**src/rtl/div_seq_ctrl.sv**
```systemverilog
// Multi-cycle signed restoring divider controller: IDLE -> LOAD -> ITER x WIDTH -> FIX.
// Optional macro DIV_EARLY_EXIT_EN skips the iteration when |b| = 0 or |a| < |b|.
module div_seq_ctrl #(
  parameter int WIDTH = 32
) (
  input  logic             clk,
  input  logic             clr,
  input  logic             start,
  input  logic [WIDTH-1:0] dividend,
  input  logic [WIDTH-1:0] divisor,
  output logic             ready,
  output logic             done,
  output logic [WIDTH-1:0] quotient,
  output logic [WIDTH-1:0] remainder,
  output logic             div_zero
);

  localparam int CNT_W = $clog2(WIDTH) + 1;

  typedef enum logic [1:0] {IDLE, LOAD, ITER, FIX} state_t;

  state_t             state_q, state_d;
  logic [WIDTH-1:0]   a_q, a_d;       // dividend, then |a|, then shifting quotient
  logic [WIDTH-1:0]   b_q, b_d;       // divisor, then |b|
  logic [WIDTH-1:0]   p_q, p_d;       // partial remainder
  logic [WIDTH-1:0]   dvd_q, dvd_d;   // original dividend for the divide-by-zero remainder
  logic               sa_q, sa_d, sb_q, sb_d;
  logic [CNT_W-1:0]   cnt_q, cnt_d;
  logic               ready_q, ready_d, done_q, done_d, dz_q, dz_d;
  logic [WIDTH-1:0]   quo_q, quo_d, rem_q, rem_d;

  logic [WIDTH-1:0]   a_mag, b_mag;
  logic [WIDTH:0]     p_ext;
  logic               p_ge;

  assign a_mag = sa_q ? (~a_q + 1'b1) : a_q;
  assign b_mag = sb_q ? (~b_q + 1'b1) : b_q;
  // One extra bit so P' >= |b| cannot overflow when |b| = 2^(WIDTH-1)
  assign p_ext = {p_q, a_q[WIDTH-1]};
  assign p_ge  = p_ext >= {1'b0, b_q};

  always_comb begin
    state_d = state_q;
    a_d     = a_q;
    b_d     = b_q;
    p_d     = p_q;
    dvd_d   = dvd_q;
    sa_d    = sa_q;
    sb_d    = sb_q;
    cnt_d   = cnt_q;
    quo_d   = quo_q;
    rem_d   = rem_q;
    dz_d    = dz_q;
    case (state_q)
      IDLE: if (start) begin
        a_d     = dividend;
        b_d     = divisor;
        dvd_d   = dividend;
        sa_d    = dividend[WIDTH-1];
        sb_d    = divisor[WIDTH-1];
        quo_d   = '0;
        rem_d   = '0;
        dz_d    = 1'b0;
        state_d = LOAD;
      end
      LOAD: begin
        a_d     = a_mag;
        b_d     = b_mag;
        p_d     = '0;
        cnt_d   = '0;
        state_d = ITER;
`ifdef DIV_EARLY_EXIT_EN
        if (b_mag == '0 || a_mag < b_mag) begin
          a_d     = '0;
          p_d     = a_mag;
          state_d = FIX;
        end
`endif
      end
      ITER: begin
        p_d   = p_ge ? (p_ext[WIDTH-1:0] - b_q) : p_ext[WIDTH-1:0];
        a_d   = {a_q[WIDTH-2:0], p_ge};
        cnt_d = cnt_q + 1'b1;
        if (cnt_q == CNT_W'(WIDTH - 1)) state_d = FIX;
      end
      FIX: begin
        // Here b_q holds |b|, so zero means the divisor was zero
        if (b_q == '0) begin
          quo_d = '1;
          rem_d = dvd_q;
          dz_d  = 1'b1;
        end else begin
          quo_d = (sa_q ^ sb_q) ? (~a_q + 1'b1) : a_q;
          rem_d = sa_q ? (~p_q + 1'b1) : p_q;
          dz_d  = 1'b0;
        end
        state_d = IDLE;
      end
      default: state_d = IDLE;
    endcase
    done_d  = (state_q == FIX);
    ready_d = (state_d == IDLE);
  end

  always_ff @(posedge clk) begin
    if (clr) begin
      state_q <= IDLE;
      a_q     <= '0;
      b_q     <= '0;
      p_q     <= '0;
      dvd_q   <= '0;
      sa_q    <= 1'b0;
      sb_q    <= 1'b0;
      cnt_q   <= '0;
      ready_q <= 1'b1;
      done_q  <= 1'b0;
      quo_q   <= '0;
      rem_q   <= '0;
      dz_q    <= 1'b0;
    end else begin
      state_q <= state_d;
      a_q     <= a_d;
      b_q     <= b_d;
      p_q     <= p_d;
      dvd_q   <= dvd_d;
      sa_q    <= sa_d;
      sb_q    <= sb_d;
      cnt_q   <= cnt_d;
      ready_q <= ready_d;
      done_q  <= done_d;
      quo_q   <= quo_d;
      rem_q   <= rem_d;
      dz_q    <= dz_d;
    end
  end

  assign ready     = ready_q;
  assign done      = done_q;
  assign quotient  = quo_q;
  assign remainder = rem_q;
  assign div_zero  = dz_q;

endmodule

```
**config.mk**
```make
export PLATFORM = sky130hd
export DESIGN_NAME = div_seq_ctrl
export DESIGN_NICKNAME = d
export VERILOG_FILES = /design/src/rtl/div_seq_ctrl.sv
export SDC_FILE = /design/constraint.sdc
export NUM_CORES = 1
export LEC_CHECK = 0
export ABC_AREA = 1
export BUFFER_PORTS_ARGS = -buffer_cell sky130_fd_sc_hd__buf_2
export CAP_MARGIN = 0
export CORE_UTILIZATION = 59
export DETAILED_ROUTE_END_ITERATION = 10
export PLACE_DENSITY_LB_ADDON = 0.25
export SLEW_MARGIN = 20
export SYNTH_ARGS = -nofsm -noshare
export SYNTH_HDL_FRONTEND = slang
export SYNTH_SLANG_ARGS = --single-unit
export TNS_END_PERCENT = 10
```
**constraint.sdc**
```tcl
create_clock -name clk -period 2.3 [get_ports clk]
set_input_delay 0.115 -clock clk [delete_from_list [all_inputs] [get_ports clk]]
set_output_delay 0.115 -clock clk [all_outputs]
set_load 0.02 [all_outputs]
```
# ---- After elaboration in Yosys (flattened, before gate mapping)
# Index checks and enable logic that the tools add are counted.
dict set report word_totals {
  reg_bits 205
  input_bits 67
  out_inout_bits 67
  wordCells 63
}
dict set report op_classes {
  addsub 5
  order_cmp 1
  n_eq_ne 7
  muxes 22
  bitwise_logic 4
  reduce_logical 11
}
# cell count
set op_table {}
lappend op_table {{$mux W32} 10}
lappend op_table {{$pmux W32 S2} 4}
lappend op_table {{$add A32 B1 Y32 const B} 3}
lappend op_table {{$not A32 Y32} 3}
lappend op_table {{$pmux W32 S3} 1}
lappend op_table {{$ge A33 B32 Y1} 1}
lappend op_table {{$logic_not A32 Y1} 1}
lappend op_table {{$sub A32 B32 Y32} 1}
lappend op_table {{$pmux W6 S2} 1}
lappend op_table {{$pmux W2 S4} 1}
lappend op_table {{$add A6 B1 Y6 const B} 1}
lappend op_table {{$eq A6 B5 Y1 const B} 1}
lappend op_table {{$ne A2 B2 Y1 const B} 3}
lappend op_table {{$reduce_and A3 Y1} 2}
lappend op_table {{$reduce_bool A2 Y1} 3}
lappend op_table {{$eq A2 B2 Y1 const B} 2}
lappend op_table {{$logic_not A2 Y1} 2}
lappend op_table {{$mux W2} 2}
lappend op_table {{$reduce_and A2 Y1} 2}
lappend op_table {{$reduce_bool A3 Y1} 1}
lappend op_table {{$eq A2 B1 Y1 const B} 1}
lappend op_table {{$mux W1} 2}
lappend op_table {{$pmux W1 S2} 1}
lappend op_table {{$xor A1 B1 Y1} 1}

# ---- Depth between registers and ports, before layout
# Gate-level depths: netlist (run 1).
dict set report depth {
  depth_word 5
  depth_mapped 16
  depth_no_buf 16
}

# ---- Worst setup path before layout (run 1)
# OpenSTA, ideal clock, no wires.
dict set report synth_path {
  path_type {reg-to-reg}
  start {register b_q[16]}
  end {register p_q[28]}
  arrival_time_ps 1907
  required_time_ps 2168
  path_slack_ps 261
  path_stages_with_launch 15
  n_path_buf 1
  cell_sequence {dfxtp_1 -> inv_1 -> ha_1 -> nand2_1 -> nor2_1 -> nand2_1 -> nor2_2 -> inv_1 -> nor2_2 -> nor2_4 -> nand2_4 -> buf_6 -> nand3_1 -> nand2_1 -> a21oi_1}
}
dict set report synth_between {
  elab_chain_len 3
  elab_cells_between_ends 4
}
# element line
set synth_rtl {}
lappend synth_rtl {{from (decl)} 24} ;# logic [WIDTH-1:0] b_q, b_d;
lappend synth_rtl {{from (signal assigned)} 109} ;# b_q <= '0;
lappend synth_rtl {{from (signal assigned)} 123} ;# b_q <= b_d;
lappend synth_rtl {{$sub A32 B32 Y32 or $ge A33 B32 Y1 (tied branches)} {81, 40}}
lappend synth_rtl {{$mux W32 (*)} 81} ;# p_d = p_ge ? (p_ext[WIDTH-1:0] - b_q) : p_ext[WIDTH-1:0];
lappend synth_rtl {{$pmux W32 S2 (*)} 54} ;# case (state_q)
lappend synth_rtl {{to (signal assigned)} 124} ;# p_q <= p_d;
lappend synth_rtl {{to (decl)} 25} ;# logic [WIDTH-1:0] p_q, p_d;
# Mark *: on every way between the ends. The rest lies on a longest branch, timed or not.
# A chain may end at the register's enable or synchronous reset.

# ---- Final worst setup path (run 1)
dict set report layout_path {
  start {register b_q[1]}
  end {register rem_q[0], in the netlist remainder[0]}
}
dict set report layout_between {
  elab_chain_len 3
}
# element line
set layout_rtl {}
lappend layout_rtl {{$logic_not A32 Y1} 88} ;# if (b_q == '0) begin
lappend layout_rtl {{$mux W32} 88}
lappend layout_rtl {{$pmux W32 S2} 54}
lappend layout_rtl {{to (signal assigned)} 132} ;# rem_q <= rem_d;
lappend layout_rtl {{to (decl)} 30} ;# logic [WIDTH-1:0] quo_q, quo_d, rem_q, rem_d;
# Every way passes these cells.

==> out/qor.txt, run 1 <==
Proportion of layout cells with a drive suffix above 1 = 20.03%
Slew Limit Fails = 0
Gp weighted congestion = 1.037
H-Tree Depth = 1
WS Path Type = flip-flop to flip-flop
Worst path depth = 10
Drt via density = 6.098
Total global-route track usage = 47.05%
Logic pwr share = 63.8%
Critical path's largest stage delay = 0.38 ns
Worst Tran Pin Value = 0.6581 ns
Die Width = 157.6 um
Sequential fraction of the synthesis area = 28.58%
Reg clk slew, reported paths = 0.07 ns
Crit path max fanout = 30
Worst hold path type = input pin to flip-flop
PD cells = 1322 nW/um^2
Synthesized area per cell = 6.192 sq um
Area growth syn-to-layout = 27.61%
Port Buffers = 133
Wire per inst = 20.11 um
RSZ-0062 raised after global routing = yes
Clk pwr share = 16.1%
Most common cell after layout, fill and taps aside = nand2_1
Async S/R FF share, synth = 0%
Total Power = 24.12 mW
Final min period = 2.223 ns
Root Driver = clkbuf_16
GR Overflow Total = 0
Critical path's top delay family = simple AND/OR/NAND/NOR gates
Worst hold stages = 5
Endpoints failing setup = 0
Final hold vios = 0
Cell mode on critical path = nor2_4
Most frequent cells in the layout = nand2_1 (627), nor2_1 (252), inv_1 (237)
Die Span Y = 157.6 um
Die area = 24,850 sq um
CTS Sinks = 204
Initial Util = 60.52%
IO Pins = 134
Seq pwr share = 20.1%
DP HPWL = 41,560 um
Row count = 56
Critical path launch point type = flip-flop
CP Data Arrival Time = 2.65 ns
Seq cells post-synth = 204
Post-route ant nets = 0
Worst clock skew = 0.04296 ns
LEAKAGE = 8.871 nW
Mapped Nets = 2,416
Synth Flop Type = dfxtp_1
P_int = 11.79 mW
Post-synth EDFFs = 0
Post-Syn Instances = 2,308
CP Cell Sequence = inv_1 > ha_1 > nand2_1 > nor2_4 > nand3_2 > nor2_4 > nand3_4 > buf_4 > o21ai_0 > a21oi_1
Vias in the first global route = 16,550
Initial antenna violation count = 3
Crit path max-delay cell type = o21ai_0
Net Sw Power = 12.32 mW
Drt first pass iters = 7
Clk buf depth = 3
CP endpoint kind = flip-flop
Via count = 17,880
Post-synthesis cell type count = 55
Rel. slew slack = 55.85%
Outcome = complete, no violations
Initial DRC count = 2,478
Data required time of the worst path = 2.73 ns
Clock Latency Late Sink = 0.56 ns
Worst r2r path cells = 10
Core area = 23,610 sq um
Largest net degree at the start of global routing = 49
First-pass GRT wire length = 90,170 um
Max Cap Viol = 0
Num CTS Buffers = 23
CTS tree = done
Fin crit share = 96.67%
Fin nets = 2,702
Sw Share = 51.09%
Hold WS = 0.01011 ns
Worst Path Buf+Inv = 2
Fin worst setup slack = 0.07651 ns
Post-Syn Area = 14,290 sq um
Total wire length = 58,980 um
DRC viols = 0
Maximum vdd drop = 0.9946 mV
Highest Clock Rate = 0.4497 GHz
Dpl ws = -0.2247 ns
Number of warning messages in the yosys log = 0
==> worst reg2reg max path, delay by kind of cell (launching register included) <==
kind                       cells  cell delay (ns)
and+or+nand+nor                5             0.66
AOI/OAI and AO/OA              2             0.53
buffers and inverters          2             0.39
DFF                            1             0.34
adders and majority gates      1             0.21
==> flip-flops by register name, indices dropped and copies added (netlist names) <==
register	cells
div_zero	1
state_q	2
sb_q	1
dvd_q	32
b_q	32
a_q	32
done	1
ready	1
remainder	32
p_q	32
quotient	32
cnt_q	6
==> metal layers <==
metal | wire length [um] | vias up | global-route usage, % | part of all wire (%)
li1 | - | 8137 | - | -
met1 | 22740 | 8059 | 61.17 | 39
met2 | 25230 | 1349 | 73.44 | 43
met3 | 7621 | 332 | 11.77 | 13
met4 | 3359 | 2 | 20.62 | 5.7
met5 | 18 | - | 0 | 0.031
==> cell usage after synthesis, drive strengths merged, types with 16 or more instances <==
library cell,instances,area (sq um)
a21oi,166,834.6
a221oi,33,289.0
buf,27,175.2
clkbuf,70,262.8
dfxtp,204,4084
ha,40,500.5
inv,269,1010
nand2,657,2511
nand3,192,1013
nand4,34,234.0
nor2,280,1134
nor3,16,90.09
o211ai,34,270.3
o21ai,140,700.7
xor2,42,367.9
==> what timing repair did <==
| action | 4_1_cts | 5_1_grt |
|---|---|---|
| hold buffers | 52 | 0 |
| hold endpoints to repair | 85 | 0 |
| resized for setup | 17 | 108 |
| pin swaps | 1 | 9 |
| setup endpoints to repair | 33 | 65 |
| buffers inserted | 0 | 8 |
==> through the flow <==
| step | cell area [sq um] | util, % | TNS [ns] | std cells |
|---|---|---|---|---|
| after floorplan | 14290 | - | 0 | 2308 |
| after global placement | 16290 | 69.01 | -2.854 | 2828 |
| after detailed placement | 16290 | 69.01 | -4.732 | 2828 |
| after CTS | 17660 | 74.80 | 0 | 2922 |
| after global routing | 18230 | 77.21 | -0.1410 | 2930 |
| final | 18240 | 77.24 | 0 | 2932 |
==> final timing paths <==
| kind | to | startpoint | slack (ns) |
|---|---|---|---|
| worst min-delay path | b_q[20]$_SDFFE_PP0P_ | divisor[20] | 0.01 |
| worst max-delay path | remainder[0]$_SDFFE_PP0P_ | b_q[1]$_SDFFE_PP0P_ | 0.08 |
| worst min register to register | remainder[17]$_SDFFE_PP0P_ | remainder[17]$_SDFFE_PP0P_ | 0.46 |
| worst max register to register | remainder[0]$_SDFFE_PP0P_ | b_q[1]$_SDFFE_PP0P_ | 0.08 |
==> final cells by class <==
| type | count | area, sq um |
|---|---|---|
| antenna | 2 | 5.005 |
| timing repair buffer | 358 | 2620 |
| sequential | 204 | 4100 |
| tap | 319 | 399.1 |
| clock buffer | 33 | 683.2 |
| clock inverter | 9 | 97.59 |
| inverter | 271 | 1026 |
| fill | 1818 | 5375 |
| multi-input combinational | 1736 | 9306 |
==> power by group through the flow <==
stage / Clock (mW) / Sequential, mW / Combinational (mW)
floorplan: 0 / 4.85 / 8.70
global route: 3.98 / 4.92 / 16.5
global placement: 0 / 4.78 / 13.5
CTS: 3.82 / 4.75 / 14.0
finish: 3.87 / 4.85 / 15.4
detailed placement: 0 / 4.81 / 13.7
==> kinds of logic (layout without fill, tap and decap cells) <==
group           Yosys count  count (layout)  synth area share, %
other cells               0               2                    0
buf+inv                 368             671                10.18
simple gates           1208            1208                36.23
fa+ha+maj                41              41                3.642
flops                   204             204                28.58
compound gates          431             431                17.94
xor+xnor                 56              56                3.432
Note: power is estimated with default switching activity, not from simulation.
==> inputs of run 2 (changes only) <==
GPL_TIMING_DRIVEN = 0   (was default)
SETUP_SLACK_MARGIN = 0.4   (was default)
==> run 2 against run 1 <==
Compared with the run above:
- final cell count shrank 0.89%
- flip-flop and latch count is the same
- routed wire length grew 3.9%
- critical endpoint is now p_q[9]$_SDFFE_PP0N_
- worst hold slack gained 0.0010 ns
- non-clock buffer count shrank 22
- highest routed layer unchanged
- core utilization grew 0.52 points
- cell area grew 0.68%
==> out/qor.txt, run 2 (synthesis gave the netlist of run 1 again) <==
Outcome = complete, no violations (unchanged)
Die area = 24,850 sq um (unchanged)
Die Span Y = 157.6 um (unchanged)
RSZ-0062 raised after global routing = yes (unchanged)
Die Width = 157.6 um (unchanged)
# placed instances = 2,760 (was 2,828)
Num CTS Buffers = 22 (was 23)
H-Tree Depth = 1 (unchanged)
CP endpoint kind = flip-flop (unchanged)
Critical path launch point type = flip-flop (unchanged)
Core area = 23,610 sq um (unchanged)
Gp weighted congestion = 1.034 (was 1.037)
Area growth syn-to-layout = 28.48% (was 27.61%)
Dpl ws = -0.7371 ns (was -0.2247 ns)
Largest net degree at the start of global routing = 14 (was 49)
Worst clock skew = 0.01794 ns (was 0.04296 ns)
Data required time of the worst path = 2.68 ns (was 2.73 ns)
Fin nets = 2,679 (was 2,702)
Max Cap Viol = 0 (unchanged)
Post-route ant nets = 0 (unchanged)
Reg clk slew, reported paths = 0.06 ns (was 0.07 ns)
Clock Latency Late Sink = 0.52 ns (was 0.56 ns)
WS Path Type = flip-flop to flip-flop (unchanged)
Initial DRC count = 2,861 (was 2,478)
Vias in the first global route = 16,680 (was 16,550)
Wire per inst = 21.09 um (was 20.11 um)
Initial Util = 60.52% (unchanged)
Crit path max-delay cell type = dfxtp_1 (was o21ai_0)
Worst hold path type = input pin to flip-flop (unchanged)
Most common cell after layout, fill and taps aside = nand2_1 (unchanged)
Clk buf depth = 3 (unchanged)
First-pass GRT wire length = 89,810 um (was 90,170 um)
Via count = 18,050 (was 17,880)
Slew Limit Fails = 0 (unchanged)
Final hold vios = 0 (unchanged)
ANT cells = 0 (was 2)
Initial antenna violation count = 1 (was 3)
Fin crit share = 99.18% (was 96.67%)
Total wire length = 61,280 um (was 58,980 um)
LEAKAGE = 8.677 nW (was 8.871 nW)
Endpoints failing setup = 0 (unchanged)
Critical path's largest stage delay = 0.52 ns (was 0.38 ns)
Fin worst setup slack = 0.01895 ns (was 0.07651 ns)
IO Pins = 134 (unchanged)
Total global-route track usage = 47.59% (was 47.05%)
Proportion of layout cells with a drive suffix above 1 = 21.76% (was 20.03%)
Maximum vdd drop = 1.086 mV (was 0.9946 mV)
Row count = 56 (unchanged)
CP Cell Sequence = ha_4 > nand2_1 > nor2_1 > nand2_2 > inv_1 > nand2_1 > nand2_2 > nor2_4 > buf_12 > buf_6 > nand3_1 > nand3_1 > a21oi_1 (was inv_1 > ha_1 > nand2_1 > nor2_4 > nand3_2 > nor2_4 > nand3_4 > buf_4 > o21ai_0 > a21oi_1)
CTS Sinks = 204 (unchanged)
Critical path's top delay family = simple AND/OR/NAND/NOR gates (unchanged)
GR Overflow Total = 0 (unchanged)
CTS tree = done (unchanged)
Highest Clock Rate = 0.4384 GHz (was 0.4497 GHz)
Non-filler cells, final = 2,906 (was 2,932)
Rel. slew slack = 40.24% (was 55.85%)
Final min period = 2.281 ns (was 2.223 ns)
Drt via density = 6.212 (was 6.098)
Crit path max fanout = 10 (was 30)
PD cells = 1353 nW/um^2 (was 1322 nW/um^2)
CP Data Arrival Time = 2.67 ns (was 2.65 ns)
DRC viols = 0 (unchanged)
Root Driver = clkbuf_16 (unchanged)
Port Buffers = 133 (unchanged)
Worst Tran Pin Value = 0.8963 ns (was 0.6581 ns)
Most frequent cells in the layout = nand2_1 (615), nor2_1 (239), inv_1 (216) (was nand2_1 (627), nor2_1 (252), inv_1 (237))
Worst Path Buf+Inv = 3 (was 2)
Drt first pass iters = 7 (unchanged)
DP HPWL = 44,690 um (was 41,560 um)
[run 2: cell types whose count changed in the layout (fill, tap and decap cells not counted), sizes merged, moves of 3 or more]
cell	change
dlygate4sd3	-3
buf	-94
bufinv	+4
clkbuf	+71
clkinvlp	-4
[run 2: worst paths after layout]
path | startpoint | end | slack (ns) | cells past startpoint
hold / removal | divisor[6] | b_q[6]$_SDFFE_PP0P_ | 0.01 | 3
hold reg to reg | quotient[26]$_SDFFE_PP0P_ | quotient[26]$_SDFFE_PP0P_ | 0.46 | 2
setup / recovery | p_q[25]$_SDFFE_PP0N_ | p_q[9]$_SDFFE_PP0N_ | 0.02 | 13
setup reg to reg | p_q[25]$_SDFFE_PP0N_ | p_q[9]$_SDFFE_PP0N_ | 0.02 | 13
[run 2: metrics by stage]
stage / setup TNS, ns / cell area, sq um / power (mW) / util [%] / hold slack, ns
6_report: 0 / 18360 / 24.83 / 77.76 / 0.01114
5_1_grt: -2.166 / 18360 / 25.95 / 77.76 / 0.04571
4_1_cts: 0 / 17840 / 23.00 / 75.54 / 0.001184
3_5_place_dp: -31.88 / 15720 / 17.58 / 66.57 / 0.4156
3_3_place_gp: -25.62 / 15720 / 17.36 / 66.57 / 0.4056
2_1_floorplan: 0 / 14650 / 13.87 / - / 0.2426
[run 2: tightest hold or removal path, delay by kind of cell]
family / cells / cell delay, ns
AO/OA/AOI/OAI: 2 / 0.26
buffers and inverters: 1 / 0.10
[run 2: layout make-up]
class	count	area, sq um
multi-input cells	1736	9651
fillers	1823	5251
flip-flops and latches	204	4179
repair buffers	239	1728
inverters	271	1061
clock buffers	30	611.8
plain buffers	97	556.8
well taps	319	399.1
clock inverters	10	175.2
[run 2: power by group]
part           internal (mW)  switching, mW  total (mW)
logic                   5.18           10.5        15.6
clock network           2.42           1.53        3.96
registers               4.32          0.929        5.25
[run 2: repair_timing]
action                                  in CTS  in global routing
gates cloned                                 1                  2
setup buffers                               41                 13
hold buffers                                49                  0
pin swaps                                   33                 46
endpoints found under the hold margin       64                  0
endpoints found under the setup margin     200                198
gates resized for setup                    171                146
[run 2: layer usage]
layer / up-vias / global-route usage (%) / share of wire (%) / routed length, um
met5: - / 0 / 0.018 / 11
met4: 2 / 31.53 / 7.6 / 4634
met3: 405 / 13.85 / 14 / 8342
met2: 1458 / 72.60 / 42 / 25760
met1: 8110 / 58.09 / 37 / 22530
li1: 8076 / - / - / -
